[config.mk]
export PLATFORM = sky130hd
export DESIGN_NAME = spike_aer_encoder
export DESIGN_NICKNAME = d
export VERILOG_FILES = /design/src/rtl/spike_aer_encoder.sv
export SDC_FILE = /design/constraint.sdc
export NUM_CORES = 1
export LEC_CHECK = 0
export ABC_AREA = 1
export CAP_MARGIN = 15
export CORE_MARGIN = 2
export CORE_UTILIZATION = 25
export DETAILED_ROUTE_END_ITERATION = 12
export PLACE_DENSITY_LB_ADDON = 0.12
export SETUP_SLACK_MARGIN = 0.15
export SLEW_MARGIN = 25
export SYNTH_ARGS = -nofsm -noshare
export SYNTH_HDL_FRONTEND = slang
export SYNTH_SLANG_ARGS = --single-unit
[constraint.sdc]
create_clock -name clk_i -period 2.6 [get_ports clk_i]
set_clock_uncertainty 0.05 [all_clocks]
set_input_delay 0.65 -clock clk_i [delete_from_list [all_inputs] [get_ports clk_i]]
set_output_delay 0.65 -clock clk_i [all_outputs]
set_load 0.05 [all_outputs]
[src/rtl/spike_aer_encoder.sv]
// Samples a layer's spike vector on each timestep tick and serialises the set bits as
// ascending AER addresses over a valid/ready stream, marking the final beat of each timestep.
module spike_aer_encoder #(
    parameter int NUM_NEURONS = 16,
    parameter int DROP_W      = 8,
    localparam int ADDR_W     = $clog2(NUM_NEURONS)
) (
    input  logic                   clk_i,
    input  logic                   rst_i,
    input  logic [NUM_NEURONS-1:0] spike_i,
    input  logic                   tick_i,
    output logic                   aer_valid_o,
    input  logic                   aer_ready_i,
    output logic [ADDR_W-1:0]      aer_addr_o,
    output logic                   aer_last_o,
    output logic                   aer_empty_o,
    output logic                   busy_o,
    output logic [DROP_W-1:0]      drop_cnt_o
);

    typedef enum logic {IDLE, SEND} state_t;

    localparam logic [NUM_NEURONS-1:0] ONE = NUM_NEURONS'(1);

    state_t                 state_reg;
    logic [NUM_NEURONS-1:0] pending_reg;
    logic                   valid_reg;
    logic [ADDR_W-1:0]      addr_reg;
    logic                   last_reg;
    logic                   empty_reg;
    logic [DROP_W-1:0]      drop_reg;

    logic                   fire;
    logic                   take_tick;
    logic                   advance;
    logic                   drop_tick;
    logic [NUM_NEURONS-1:0] remaining;
    logic [NUM_NEURONS-1:0] load_vec;
    logic [NUM_NEURONS-1:0] load_onehot;
    logic [ADDR_W-1:0]      load_addr;
    logic                   load_last;
    logic                   load_empty;

    assign fire = valid_reg && aer_ready_i;

    // The beat on the wire is always the lowest set bit, so clearing the lowest set bit
    // of pending_reg removes exactly the address just accepted.
    assign remaining = pending_reg & (pending_reg - ONE);

    // A tick is only honoured when nothing is in flight after this edge: either idle,
    // or the closing beat of the current timestep is being accepted right now.
    assign take_tick = tick_i && ((state_reg == IDLE) || (fire && last_reg));
    assign advance   = fire && !last_reg;
    assign drop_tick = tick_i && (state_reg == SEND) && !take_tick;

    assign load_vec    = take_tick ? spike_i : remaining;
    assign load_onehot = load_vec & (~load_vec + ONE);
    assign load_last   = (load_vec & (load_vec - ONE)) == '0;
    assign load_empty  = load_vec == '0;

    // One-hot to binary: address bit gi is the OR of all one-hot lines whose index has bit gi set.
    generate
        for (genvar gi = 0; gi < ADDR_W; gi++) begin : g_enc
            logic [NUM_NEURONS-1:0] sel;
            for (genvar gj = 0; gj < NUM_NEURONS; gj++) begin : g_sel
                assign sel[gj] = ((gj >> gi) % 2) == 1;
            end
            assign load_addr[gi] = |(load_onehot & sel);
        end
    endgenerate

    always_ff @(posedge clk_i) begin
        if (rst_i) begin
            state_reg   <= IDLE;
            pending_reg <= '0;
            valid_reg   <= 1'b0;
            addr_reg    <= '0;
            last_reg    <= 1'b0;
            empty_reg   <= 1'b0;
            drop_reg    <= '0;
        end else begin
            if (take_tick || advance) begin
                state_reg   <= SEND;
                pending_reg <= load_vec;
                valid_reg   <= 1'b1;
                addr_reg    <= load_addr;
                last_reg    <= load_last;
                empty_reg   <= load_empty;
            end else if (fire) begin
                state_reg   <= IDLE;
                pending_reg <= '0;
                valid_reg   <= 1'b0;
            end
            if (drop_tick && (drop_reg != '1)) begin
                drop_reg <= drop_reg + DROP_W'(1);
            end
        end
    end

    assign aer_valid_o = valid_reg;
    assign aer_addr_o  = addr_reg;
    assign aer_last_o  = last_reg;
    assign aer_empty_o = empty_reg;
    assign busy_o      = (state_reg == SEND);
    assign drop_cnt_o  = drop_reg;

endmodule

==> results.cfg <==
[critical_path]
critPathArrivalTime_ps = 1630
max_stage_delay_ps = 860
crit_required_ps = 1900
cp-end-kind = output pin
slowest_stage = clkdlybuf4s50_1
cpLargestDelayFamily = buffers and inverters
crit_fanout = 6
rrSetupSlack_ps = 490
r2r-end = aer_last_o
crit_buf_inv = 1
r2r-start = aer_last_o
worstPathCellList = clkdlybuf4s50_1
critPathKind = register to output pin
startpoint_type = register
ff2ff_path_depth = 13

[cts]
cts_sinks = 31
cts_buffers = 5
clkSlewWorstSetupHoldPaths_ps = 70
clock-root-buffer = clkbuf_8
cts_max_level = 2
cts_tree = done
clock_latency_ps = 290
postCtsHoldBufs = 0
cts_buffer_depth = 2

[final_layout]
fin_cells = 538
multi_input_area_mm2 = 0.00134
largest_reg_flops = 16
n_antenna_cell = 0
num-nets-final = 453
layout-drive-gt1-share_pct = 21.9
regArea_um2 = 621
n_fill_cell = 908
areaGrowthSynthToFinish_pct = 42.6

[hold_path]
holdPathStages = 2
hold_path_class = register to register
hold_path.startpoint = pending_reg[14]
whs_endpoint = pending_reg[14]

[drt]
drt_wl_total_um = 6940
drcViolationCount = 0
drt_pass1_iterations = 4
viasPerCell = 4.54
num_vias = 2445
ant_nets = 0
wire_per_inst_um = 12.9
drtIter0Drc = 108

[yosys]
synth_compound_area_share_pct = 16.8
synth_seq_area_share_pct = 28.7
avgSynthCellArea_um2 = 6.14
yosys.area_share.simple_pct = 43.5
synth_top_family_by_area = simple AND/OR/NAND/NOR gates
syn-cell-area_mm2 = 0.00216
ys.flop_type = dfxtp_1
synth_mux_area_share_pct = 0
synthAdderAreaFrac_pct = 0.579
synth_cells = 352
synth_nets = 373
async_flop_share_pct = 0
synthXorXnorAreaFrac_pct = 0
synth-edff-count = 0
synth-seq-cells = 31
ys_warn_count = 0
synth_cell_types = 31

[global_route]
gr-usage-all-layers_pct = 15.1
grt_pass1_vias = 2351
grt_pass1_wl_um = 11500
antenna_found_initial = 0
grt-ovfl-total = 0
grt_max_degree = 21

[placed_design]
place_ws_ps = -264
gp_congestion = 0.846
placed_cells = 525
dp_hpwl_um = 5460
place.port_buffers = 35

[floorplan]
start_util_pct = 26.1
core.rowCount = 33
die_w_um = 97.0
design.core.area_mm2 = 0.00830
io_pins = 36
die_y_um = 97.0
fp.dieArea_mm2 = 0.00941

[pwr]
p_total_mw = 1.44
leakagePower_nw = 1.38
peakVddDrop_uv = 220
cellPowerDensity_mw_per_mm2 = 468

[sta]
tns_ps = 0
whs_ps = 417
rsz0062_at_grt = no
slew_violations = 0
period_share_pct = 89.7
fin_crit_ps = 2330
worst_pin_slew_ps = 512
finalSetupViolations = 0
finalHoldViolCount = 0
finalWorstSetupSlack_ps = 267
slew_headroom_pct = 65.7
fmax_mhz = 429

[job]
drv_cap = 0

[status]
status = complete, no violations
==> synth_stat cells, types with 2 or more instances <==
library cell	n	area [um2]
nand2_1	95	357
nor2_1	49	184
inv_1	39	146
a21oi_1	37	185
dfxtp_1	31	621
nand3_1	18	90.1
o21ai_0	14	70.1
nand2_2	8	50.1
nor2_2	8	50.1
clkbuf_1	6	22.5
nand4_1	5	31.3
nor2_4	5	56.3
buf_4	4	30.0
inv_2	4	15.0
a21oi_2	3	26.3
nand2_4	3	33.8
nand3_2	3	30.0
o21ai_1	3	15.0
nand3_4	2	35.0
nor3_1	2	10.0
o211ai_1	2	15.0
o21a_1	2	15.0
==> cell families after synthesis <==
group / Yosys count
simple gates: 200
compound gates: 66
buf+inv: 54
flops: 31
fa+ha+maj: 1
==> through the flow <==
stage | cell area, um2 | util, %
floorplan | 2160 | -
global placement | 2940 | 35.4
detailed placement | 2940 | 35.4
CTS | 3080 | 37.1
global route | 3080 | 37.1
finish | 3080 | 37.1
==> cells in the final DEF, fill, tap and decap left out, drive strengths merged <==
master         Yosys  routed
nand2            106     106
nor2              62      62
buf                5      49
inv               43      43
a21oi             40      40
clkdlybuf4s50      0      33
dfxtp             31      31
nand3             23      23
o21ai             17      17
clkbuf             6       7
nand4              5       5
o21a               2       2
o211ai             2       2
nor3               2       2
o22ai              1       1
and2               1       1
a21boi             1       1
a41oi              1       1
a22oi              1       1
nor4               1       1
a211oi             1       1
ha                 1       1
clkinv             0       1
dlygate4sd2        0       1
clkdlybuf4s15      0       1
==> per-layer routing <==
metal	track usage [%]	up-vias	share of wire (%)
met3	2.02	9	2.5
met4	4.66	0	1.6
met1	19.8	1110	48
li1	-	1290	-
met5	0	-	0
met2	25.6	36	48
==> report_power, final <==
group | internal (mW) | leakage, nW | switching (mW) | total (mW)
combinational | 0.224 | 1.09 | 0.315 | 0.539
clock | 0.188 | 0.0422 | 0.195 | 0.383
sequential | 0.499 | 0.253 | 0.0226 | 0.522
total | 0.911 | 1.38 | 0.532 | 1.44
==> layout make-up <==
cell class | count | area share, %
Sequential cell | 31 | 20.1
Tap cell | 105 | 4.26
Clock inverter | 1 | 0.162
Clock buffer | 7 | 2.48
Multi-Input combinational cell | 267 | 43.5
Inverter | 43 | 5.24
Timing Repair Buffer | 84 | 24.2
==> worst max path at each step <==
| stage | startpoint | end | cells after the start |
|---|---|---|---|
| floorplan | aer_last_o | aer_last_o | 15 |
| global placement | aer_ready_i | aer_addr_o[2] | 15 |
| detailed placement | aer_ready_i | aer_addr_o[2] | 15 |
| CTS | aer_valid_o | aer_valid_o | 1 |
| global route | aer_ready_i | aer_last_o | 16 |
| finish | aer_valid_o | aer_valid_o | 1 |
==> what timing repair did <==
action                                  in CTS  in global routing
gates resized for setup                      9                  2
endpoints found under the setup margin       5                  1
pin swaps                                    5                  0
setup buffers                                5                  0
Note: power is estimated with default switching activity, not from simulation.
